<file path="src/rtl/membus_pkg.sv">
// Shared memory-bus definitions: scheduler state, owner encoding, write-tag bit.
package membus_pkg;

   typedef enum logic [1:0] {
      ST_IDLE  = 2'd0,
      ST_ADDR  = 2'd1,
      ST_WDATA = 2'd2,
      ST_RESP  = 2'd3
   } state_e;

   typedef enum logic [1:0] {
      OWN_NONE = 2'b00,
      OWN_I    = 2'b01,
      OWN_D    = 2'b10
   } owner_e;

   // The tag MSB flags a write transaction.
   function automatic int write_bit(input int tag_width);
      return tag_width - 1;
   endfunction

endpackage

</file>
<file path="src/rtl/rr_arb2.sv">
// Two-way round-robin pick; bit 0 is the I-side, bit 1 the D-side.
module rr_arb2 (
   input  logic [1:0] req,
   input  logic       last_d,
   output logic [1:0] gnt
);

   assign gnt[0] = req[0] & (~req[1] | last_d);
   assign gnt[1] = req[1] & (~req[0] | ~last_d);

endmodule

</file>
<file path="src/rtl/membus_scheduler.sv">
// Shares one system bus between fetcher and data memory, one line transfer at a time.
module membus_scheduler
   import membus_pkg::*;
#(
   parameter int BUS_DATA_WIDTH = 64,
   parameter int BUS_TAG_WIDTH  = 13,
   parameter int LINE_BEATS     = 8
) (
   input  logic                      clk,
   input  logic                      reset,
   input  logic                      ibus_reqcyc,
   input  logic [BUS_DATA_WIDTH-1:0] ibus_req,
   input  logic [BUS_TAG_WIDTH-1:0]  ibus_reqtag,
   output logic                      ibus_reqack,
   output logic                      ibus_respcyc,
   output logic [BUS_DATA_WIDTH-1:0] ibus_resp,
   output logic [BUS_TAG_WIDTH-1:0]  ibus_resptag,
   input  logic                      ibus_respack,
   input  logic                      dbus_reqcyc,
   input  logic [BUS_DATA_WIDTH-1:0] dbus_req,
   input  logic [BUS_TAG_WIDTH-1:0]  dbus_reqtag,
   output logic                      dbus_reqack,
   output logic                      dbus_respcyc,
   output logic [BUS_DATA_WIDTH-1:0] dbus_resp,
   output logic [BUS_TAG_WIDTH-1:0]  dbus_resptag,
   input  logic                      dbus_respack,
   output logic                      bus_reqcyc,
   output logic [BUS_DATA_WIDTH-1:0] bus_req,
   output logic [BUS_TAG_WIDTH-1:0]  bus_reqtag,
   input  logic                      bus_reqack,
   input  logic                      bus_respcyc,
   input  logic [BUS_DATA_WIDTH-1:0] bus_resp,
   input  logic [BUS_TAG_WIDTH-1:0]  bus_resptag,
   output logic                      bus_respack,
   output logic [1:0]                owner
);

   localparam int CW = $clog2(LINE_BEATS) + 1;
   localparam int WB = write_bit(BUS_TAG_WIDTH);
   localparam logic [CW-1:0] LAST = CW'(LINE_BEATS - 1);

   state_e          state_q, state_d;
   owner_e          owner_q, owner_d;
   logic            last_d_q, last_d_d;
   logic [CW-1:0]   cnt_q, cnt_d;
   logic [1:0]      gnt;

   logic                      sel_cyc;
   logic [BUS_DATA_WIDTH-1:0] sel_req;
   logic [BUS_TAG_WIDTH-1:0]  sel_tag;
   logic                      sel_respack;
   logic                      hit_i, hit_d, act_req, act_resp;

   rr_arb2 u_arb (
      .req    ({dbus_reqcyc, ibus_reqcyc}),
      .last_d (last_d_q),
      .gnt    (gnt)
   );

   assign hit_i    = (owner_q == OWN_I);
   assign hit_d    = (owner_q == OWN_D);
   assign act_req  = !reset && (state_q == ST_ADDR || state_q == ST_WDATA);
   assign act_resp = !reset && (state_q == ST_RESP);

   always_comb begin
      sel_cyc     = 1'b0;
      sel_req     = '0;
      sel_tag     = '0;
      sel_respack = 1'b0;
      if (hit_i) begin
         sel_cyc     = ibus_reqcyc;
         sel_req     = ibus_req;
         sel_tag     = ibus_reqtag;
         sel_respack = ibus_respack;
      end else if (hit_d) begin
         sel_cyc     = dbus_reqcyc;
         sel_req     = dbus_req;
         sel_tag     = dbus_reqtag;
         sel_respack = dbus_respack;
      end
   end

   assign bus_reqcyc   = act_req & sel_cyc;
   assign bus_req      = act_req ? sel_req : '0;
   assign bus_reqtag   = act_req ? sel_tag : '0;
   assign ibus_reqack  = act_req & hit_i & bus_reqack;
   assign dbus_reqack  = act_req & hit_d & bus_reqack;

   assign ibus_respcyc = act_resp & hit_i & bus_respcyc;
   assign ibus_resp    = (act_resp && hit_i) ? bus_resp : '0;
   assign ibus_resptag = (act_resp && hit_i) ? bus_resptag : '0;
   assign dbus_respcyc = act_resp & hit_d & bus_respcyc;
   assign dbus_resp    = (act_resp && hit_d) ? bus_resp : '0;
   assign dbus_resptag = (act_resp && hit_d) ? bus_resptag : '0;
   assign bus_respack  = act_resp & sel_respack;

   assign owner = reset ? 2'b00 : owner_q;

   always_comb begin
      state_d  = state_q;
      owner_d  = owner_q;
      last_d_d = last_d_q;
      cnt_d    = cnt_q;
      unique case (state_q)
         ST_IDLE: begin
            if (|gnt) begin
               state_d  = ST_ADDR;
               owner_d  = gnt[0] ? OWN_I : OWN_D;
               last_d_d = gnt[1];
               cnt_d    = '0;
            end
         end
         ST_ADDR: begin
            if (!sel_cyc) begin
               state_d = ST_IDLE;
               owner_d = OWN_NONE;
            end else if (bus_reqack) begin
               state_d = sel_tag[WB] ? ST_WDATA : ST_RESP;
               cnt_d   = '0;
            end
         end
         ST_WDATA: begin
            if (!sel_cyc) begin
               state_d = ST_IDLE;
               owner_d = OWN_NONE;
            end else if (bus_reqack) begin
               cnt_d = cnt_q + CW'(1);
               if (cnt_q == LAST) begin
                  state_d = ST_IDLE;
                  owner_d = OWN_NONE;
                  cnt_d   = '0;
               end
            end
         end
         ST_RESP: begin
            if (bus_respcyc && sel_respack) begin
               cnt_d = cnt_q + CW'(1);
               if (cnt_q == LAST) begin
                  state_d = ST_IDLE;
                  owner_d = OWN_NONE;
                  cnt_d   = '0;
               end
            end
         end
         default: state_d = ST_IDLE;
      endcase
   end

   // Last-grant starts on the D-side so the first tie goes to the fetcher.
   always_ff @(posedge clk or posedge reset) begin
      if (reset) begin
         state_q  <= ST_IDLE;
         owner_q  <= OWN_NONE;
         last_d_q <= 1'b1;
         cnt_q    <= '0;
      end else begin
         state_q  <= state_d;
         owner_q  <= owner_d;
         last_d_q <= last_d_d;
         cnt_q    <= cnt_d;
      end
   end

endmodule

</file>
<file path="config.mk">
export PLATFORM = sky130hd
export DESIGN_NAME = membus_scheduler
export DESIGN_NICKNAME = d
export VERILOG_FILES = /design/src/rtl/membus_pkg.sv /design/src/rtl/rr_arb2.sv /design/src/rtl/membus_scheduler.sv
export SDC_FILE = /design/constraint.sdc
export NUM_CORES = 1
export LEC_CHECK = 0
export ABC_AREA = 1
export CAP_MARGIN = 25
export CELL_PAD_IN_SITES_DETAIL_PLACEMENT = 1
export CELL_PAD_IN_SITES_GLOBAL_PLACEMENT = 2
export CORE_AREA = 2 2 185 187
export DETAILED_ROUTE_END_ITERATION = 16
export DIE_AREA = 0 0 187 189
export PLACE_DENSITY_LB_ADDON = 0.08
export SLEW_MARGIN = 10
export SYNTH_ARGS = -nofsm -noshare
export SYNTH_HDL_FRONTEND = slang
export SYNTH_HIERARCHICAL = 1
export SYNTH_SLANG_ARGS = --single-unit
</file>
<file path="constraint.sdc">
create_clock -name clk -period 1.7 [get_ports clk]
set_input_delay 0.425 -clock clk [delete_from_list [all_inputs] [get_ports clk]]
set_output_delay 0.425 -clock clk [all_outputs]
set_load 0.05 [all_outputs]
</file>
# After elaboration in Yosys (flattened, before gate mapping)
# Cells that the tools add are included.
[word_totals] output_inout_bits=239 reg_bits=9 wordCells=90
[classes] n_reduce_logical=13 muxes=40 addsub=1 eq_ne=15 bitwise=17
[ops] op="64-bit two-way mux" count=5
[ops] op="13-bit two-way mux" count=5
[ops] op="2-bit two-way mux" count=15
[ops] op="4-bit two-way mux" count=7
[ops] op="2-bit case mux with 4 select lines" count=2
[ops] op="4-bit case mux with 4 select lines" count=1
[ops] op="1-bit AND" count=12
[ops] op="2-bit inequality test (second input constant)" count=6
[ops] op="4-bit AND reduction" count=2
[ops] op="2-bit == test (second input constant)" count=3
[ops] op="3-bit inequality test (second input constant)" count=2
[ops] op="6-bit AND reduction" count=1
[ops] op="1-bit logical AND" count=5
[ops] op="1-bit two-way mux" count=5
[ops] op="4-bit by 1-bit adder with 4-bit output (second input constant)" count=1
[ops] op="2-bit by 1-bit == test with 1-bit output (second input constant)" count=2
[ops] op="4-bit by 3-bit == test with 1-bit output (second input constant)" count=1
[ops] op="1-bit inverter" count=3
[ops] op="2-bit zero test" count=1
[ops] op="2-bit by 1-bit inequality test with 1-bit output (second input constant)" count=1
[ops] op="1-bit OR" count=2
[ops] op="2-bit AND reduction" count=1
[ops] op="2-bit OR reduction" count=1
[ops] op="1-bit zero test" count=1
[ops] op="1-bit logical OR" count=1

# Logic depth before layout (Yosys ltp)
[logic_depth] ltp_word=7 ltp_mapped=10 mapped_depth_nobuf=9

# By module
# The synthesis kept the hierarchy.
[modules_own_cells] module="membus_scheduler" n_inst=1 area_each_um2=2906.5 cells_each=629
[modules_own_cells] module="rr_arb2" n_inst=1 area_each_um2=27.5 cells_each=4

# Worst setup path after synthesis
# OpenSTA, ideal clock, no wires.
[synth_timing] path_type="register to output" start="register state_q[0]" end="output dbus_reqack" arrival_ns=2.499 path_slack_ns=-1.224 stages_incl_launch_ff=6 required_time_ns=1.275 n_path_buf=1 cell_sequence="dfrtp_1 > inv_1 > ha_1 > nand2_1 > buf_2 > nor4_1"
[synth_via] elab_chain_cells=5
[synth_rtl] element="start, declared" line="membus_scheduler.sv:42" source="state_e state_q, state_d;"
[synth_rtl] element="start signal, assigned" line="membus_scheduler.sv:157" source="state_q <= state_d;"
[synth_rtl] element="2-bit by 1-bit == test with 1-bit output or 2-bit == test (tied branches)" line="membus_scheduler.sv:62" source="assign act_req = !reset && (state_q == ST_ADDR || state_q == ST_WDATA);"
[synth_rtl] element="1-bit logical OR (*)" line="membus_scheduler.sv:62"
[synth_rtl] element="1-bit logical AND (*)" line="membus_scheduler.sv:62"
[synth_rtl] element="1-bit AND (*) (2 in series)" line="membus_scheduler.sv:87" source="assign dbus_reqack = act_req & hit_d & bus_reqack;"
[synth_rtl] element="end, declared" line="membus_scheduler.sv:22" source="output logic dbus_reqack,"
# Mark *: on every way between the ends. The rest lies on a longest branch, timed or not.

# Worst setup path in the final report
[layout_timing] start="register state_q[0]" end="output ibus_resp[1]"
[layout_via] elab_chain_cells=4
[layout_rtl] element="2-bit == test" line="membus_scheduler.sv:63" source="assign act_resp = !reset && (state_q == ST_RESP);"
[layout_rtl] element="1-bit logical AND" line="membus_scheduler.sv:63"
[layout_rtl] element="1-bit logical AND" line="membus_scheduler.sv:90" source="assign ibus_resp = (act_resp && hit_i) ? bus_resp : '0;"
[layout_rtl] element="64-bit two-way mux" line="membus_scheduler.sv:90"
[layout_rtl] element="end, declared" line="membus_scheduler.sv:16" source="output logic [BUS_DATA_WIDTH-1:0] ibus_resp,"
# No other way between the ends.

==> results <==
- The level count of the clock H-tree is 1.
- The clock network latency to the later pin of the worst-skew pair is 0.24 ns.
- Along the worst path, the maximum fanout reaches 7.
- The required time at the endpoint of the critical path is 1.27 ns.
- In this run the worst hold path is classified as input pin to asynchronous set/reset pin.
- The largest buffer count on any clock path is 2.
- Once detail routing completed, the nets flagged for antenna violations numbered 0.
- The maximum clock skew at final layout is 0.001602 ns.
- The hold-fix buffer count after cts is 0.
- The cell type with the highest aggregate area in the netlist is sky130_fd_sc_hd__nand2_1.
- The total setup violations reported at the end of the flow is 237.
- At the pin with the least slew margin, the transition time is 0.2740 ns.
- At the end of routability-driven placement, the weighted congestion stood at 0.8141.
- The overall fraction of global-route tracks in use is 0.1639.
- The cell with the most instances after synthesis is sky130_fd_sc_hd__nand2_1.
- The worst voltage drop across the vdd grid is 0.0004201 V.
- The mean number of vias per cell is 3.723.
- The combined area of the multi-input logic cells is 4327 µm².
- The starting density of the core is 0.08816.
- Measured against its own limit, the worst slew margin works out to 0.8166.
- After synthesis, the netlist uses 29 different library cells.
- The checks that failed: negative setup slack.
- The register bit total from synthesis is 9.
- Including well taps, the total number of placed cells is 1574.
- In the synthesized netlist, the cells that appear most often are 184 x sky130_fd_sc_hd__nand2_1, 173 x sky130_fd_sc_hd__nor2_1, 91 x sky130_fd_sc_hd__inv_1.
- The root buffer cell is sky130_fd_sc_hd__clkbuf_16.
- The total negative slack for setup checks is -105.73 ns.
- Once detailed placement completed, the half-perimeter wirelength came to 26280 µm.
- The areal power density over the cells is 694.4 nW/µm².
- Summed over all cells, the static leakage comes to 5.040 nW.
- The clock transition at the register clock pins on the worst setup and hold paths after CTS is 0.04 ns.
- In the synthesized netlist, the number of instances is 633.
- The floorplan die height is 189 µm.
- Dividing the detail-routed wire length by the instance count gives 19.53 µm.
- The number of global-route vias before repair is 6441.
- The count of clock tree sinks is 9.
- The die is 187 µm wide.
- The count of vias placed by the detailed router is 5991.
- The type of the setup path with the least slack is register to output pin.
- After synthesis, the cell types taking the most area are sky130_fd_sc_hd__nand2_1 24%, sky130_fd_sc_hd__nor2_1 22%, sky130_fd_sc_hd__a21oi_1 13%.
- The sequential-to-total area share from yosys stat is 0.07719.
- The arrival time at the worst endpoint is 1.76 ns.
- The final layout net count is 1404.
- STA classifies the critical path startpoint as a register.
- The number of synthesized flops with an enable pin is 0.
- The average cell area after synthesis is 4.635 µm².
- TritonCTS built the clock tree.
- After synthesis the cells add up to 2934 µm².
- Across all setup checks in the final design, the least slack found is -0.4898 ns.
- Derived from the worst setup path, the maximum achievable clock frequency is 0.4567 GHz.
- The sequential cells in the finished layout cover a total of 230.2 µm².
- The pin count of the biggest net entering global routing is 20.
- Global routing finished with a remaining overflow of 0.
- The number of fillers in the final layout is 3663.
- The initial antenna violation count came to 3.
- The number of nets in the synthesized netlist is 878.
- The proportion of synthesized flip-flops having asynchronous set or reset is 1.000.
- Relative to the synthesized area, the layout overhead comes to 365.7%.
- The overall power is 0.009489 W.
- The initialized floorplan defines 67 standard-cell rows.
- Among all flip-flop cells after synthesis, the most frequent one is sky130_fd_sc_hd__dfrtp_1.
- Port buffering added 477 buffers.
- The number of maximum-capacitance constraint violations is 0.
- After detailed routing, the number of remaining DRC violations is 0.
- Buffers inserted during clock tree synthesis total 3.
- The total area inside the core boundary comes to 33280 µm².
- Yosys printed 6 warnings.
- The die covers 35340 µm².
- The worst setup path is captured at an output pin.
- The number of hold violations in the final report is 0.
- Of the cells placed in the final design, the portion with a size suffix greater than 1 is 0.5164.
- The final cell count without fillers is 1609.
- Setup repair after global routing could not meet its margin everywhere.
- After the first detailed-routing iteration, the DRC count stood at 107.
- The proportion of netlist area held by the largest area contributor is 0.2354.
- The time the worst path needs with I/O delays and setup is 2.190 ns.
- The sum of routed wire length over all layers is 31430 µm.
- The share of the clock period used by the worst path after layout is 1.288.
- The total count of max-transition violations in the final report is 0.
- The detailed-router iteration count before antenna repair is 4.
- The number of top-level pins is 478.
- The flow ran to the end, but the final reports show violations.
- The setup slack on the worst flop-to-flop path is 0.14 ns.
- The first global-routing pass estimated 43950 µm of wire.
-- cell type report --
class                           count  area share
Antenna cell                        3   0.0005494
Inverter                           95     0.02692
Tap cell                          448     0.04102
Clock buffer                        4    0.005769
Sequential cell                     9     0.01685
Timing Repair Buffer              561      0.5923
Multi-Input combinational cell    489      0.3166
-- registers in the layout, summed over array words and instances, names as in the netlist --
name and cells:
cnt_q 4, last_d_q 1, owner_q 2, state_q 2
-- repair_timing --
item / 4_1_cts / 5_1_grt
cloned: 7 / 14
pin swaps: 5 / 18
resized for setup: 120 / 23
setup buffers: 7 / 0
endpoints found under the setup margin: 242 / 244
-- worst paths after layout --
check,end,cells after the start,start
min reg2reg,cnt_q[1]$_DFFE_PP0P_,2,cnt_q[1]$_DFFE_PP0P_
max reg2reg,cnt_q[2]$_DFFE_PP0P_,7,state_q[1]$_DFFE_PP0P_
max in group asynchronous,last_d_q$_DFFE_PP1P_,3,reset
max,ibus_resp[1],8,state_q[0]$_DFFE_PP0P_
min,owner_q[0]$_DFFE_PP0P_,3,reset
min in group clk,cnt_q[1]$_DFFE_PP0P_,2,cnt_q[1]$_DFFE_PP0P_
-- worst max-delay path, cell delays in order, from the launching register on --
cell and delay, ns:
sky130_fd_sc_hd__dfrtp_1 0.41, sky130_fd_sc_hd__ha_4 0.17, sky130_fd_sc_hd__inv_4 0.04, sky130_fd_sc_hd__nor2_4 0.12, sky130_fd_sc_hd__buf_12 0.17, sky130_fd_sc_hd__nand2_8 0.14
sky130_fd_sc_hd__buf_16 0.19, sky130_fd_sc_hd__nor2_4 0.13, sky130_fd_sc_hd__buf_12 0.15
-- layout by cell type (no fill, tap or decap) --
cell                              instances
sky130_fd_sc_hd__a21boi_2                 2
sky130_fd_sc_hd__o211ai_1                 1
sky130_fd_sc_hd__o21ai_2                  1
sky130_fd_sc_hd__buf_4                   25
sky130_fd_sc_hd__dfrtp_2                  3
sky130_fd_sc_hd__nor4_4                   2
sky130_fd_sc_hd__nand3_2                  1
sky130_fd_sc_hd__clkbuf_16               13
sky130_fd_sc_hd__nor3b_1                  1
sky130_fd_sc_hd__clkbuf_1                 1
sky130_fd_sc_hd__buf_8                   22
sky130_fd_sc_hd__diode_2                  3
sky130_fd_sc_hd__clkinvlp_4               1
sky130_fd_sc_hd__nor2_1                  12
sky130_fd_sc_hd__a21oi_2                  1
sky130_fd_sc_hd__o21ai_1                  1
sky130_fd_sc_hd__nand2_2                  2
sky130_fd_sc_hd__dfrtp_1                  5
sky130_fd_sc_hd__inv_2                    3
sky130_fd_sc_hd__o21ai_4                  1
sky130_fd_sc_hd__nand2_4                  1
sky130_fd_sc_hd__o21ai_0                  6
sky130_fd_sc_hd__nand4_1                  2
sky130_fd_sc_hd__dlygate4sd2_1            1
sky130_fd_sc_hd__nand3_1                 17
sky130_fd_sc_hd__nor2_2                   4
sky130_fd_sc_hd__a21oi_4                 76
sky130_fd_sc_hd__clkdlybuf4s50_1        237
sky130_fd_sc_hd__nand2_1                183
sky130_fd_sc_hd__buf_16                  18
sky130_fd_sc_hd__buf_6                   59
sky130_fd_sc_hd__nand2_8                  6
sky130_fd_sc_hd__ha_4                     2
sky130_fd_sc_hd__xor2_1                   1
sky130_fd_sc_hd__nor2_4                 162
sky130_fd_sc_hd__dfstp_2                  1
sky130_fd_sc_hd__ha_1                     4
sky130_fd_sc_hd__inv_1                   88
sky130_fd_sc_hd__inv_4                    3
sky130_fd_sc_hd__buf_12                 189
-- where the power goes --
group | switching (W) | internal [W]
sequential | 0.0000836 | 0.000295
clock | 0.000116 | 0.000315
combinational | 0.00500 | 0.00368
-- stage by stage --
| step | setup WS [ns] | instance area (µm²) | util | hold WS, ns |
|---|---|---|---|---|
| 2_1_floorplan | -0.3166 | 5304 | - | 0.2380 |
| 3_3_place_gp | -0.6464 | 12440 | 0.3738 | 0.5006 |
| 3_5_place_dp | -0.6688 | 12440 | 0.3738 | 0.5096 |
| 4_1_cts | -0.5332 | 13250 | 0.3981 | 0.4935 |
| 5_1_grt | -0.5825 | 13660 | 0.4106 | 0.5124 |
| 6_report | -0.4898 | 13660 | 0.4106 | 0.4909 |
-- layer usage --
layer | routed length [µm] | track usage
met4 | 392 | 0.02015
met3 | 1613 | 0.03429
met2 | 18010 | 0.3360
met5 | 0 | 0
met1 | 11410 | 0.1735
-- kinds of logic (layout without fill, tap and decap cells) --
kind of cell | count (synthesis) | count (layout) | synth area share
flip-flops | 9 | 9 | 0.07719
AO/OA/AOI/OAI | 89 | 89 | 0.1582
buffers and inverters | 138 | 660 | 0.2094
XOR/XNOR | 1 | 1 | 0.002986
other | 0 | 3 | 0
adder cells (fa/ha/maj) | 6 | 6 | 0.02559
AND/OR/NAND/NOR | 390 | 393 | 0.5266
(Power assumes the default switching activity.)
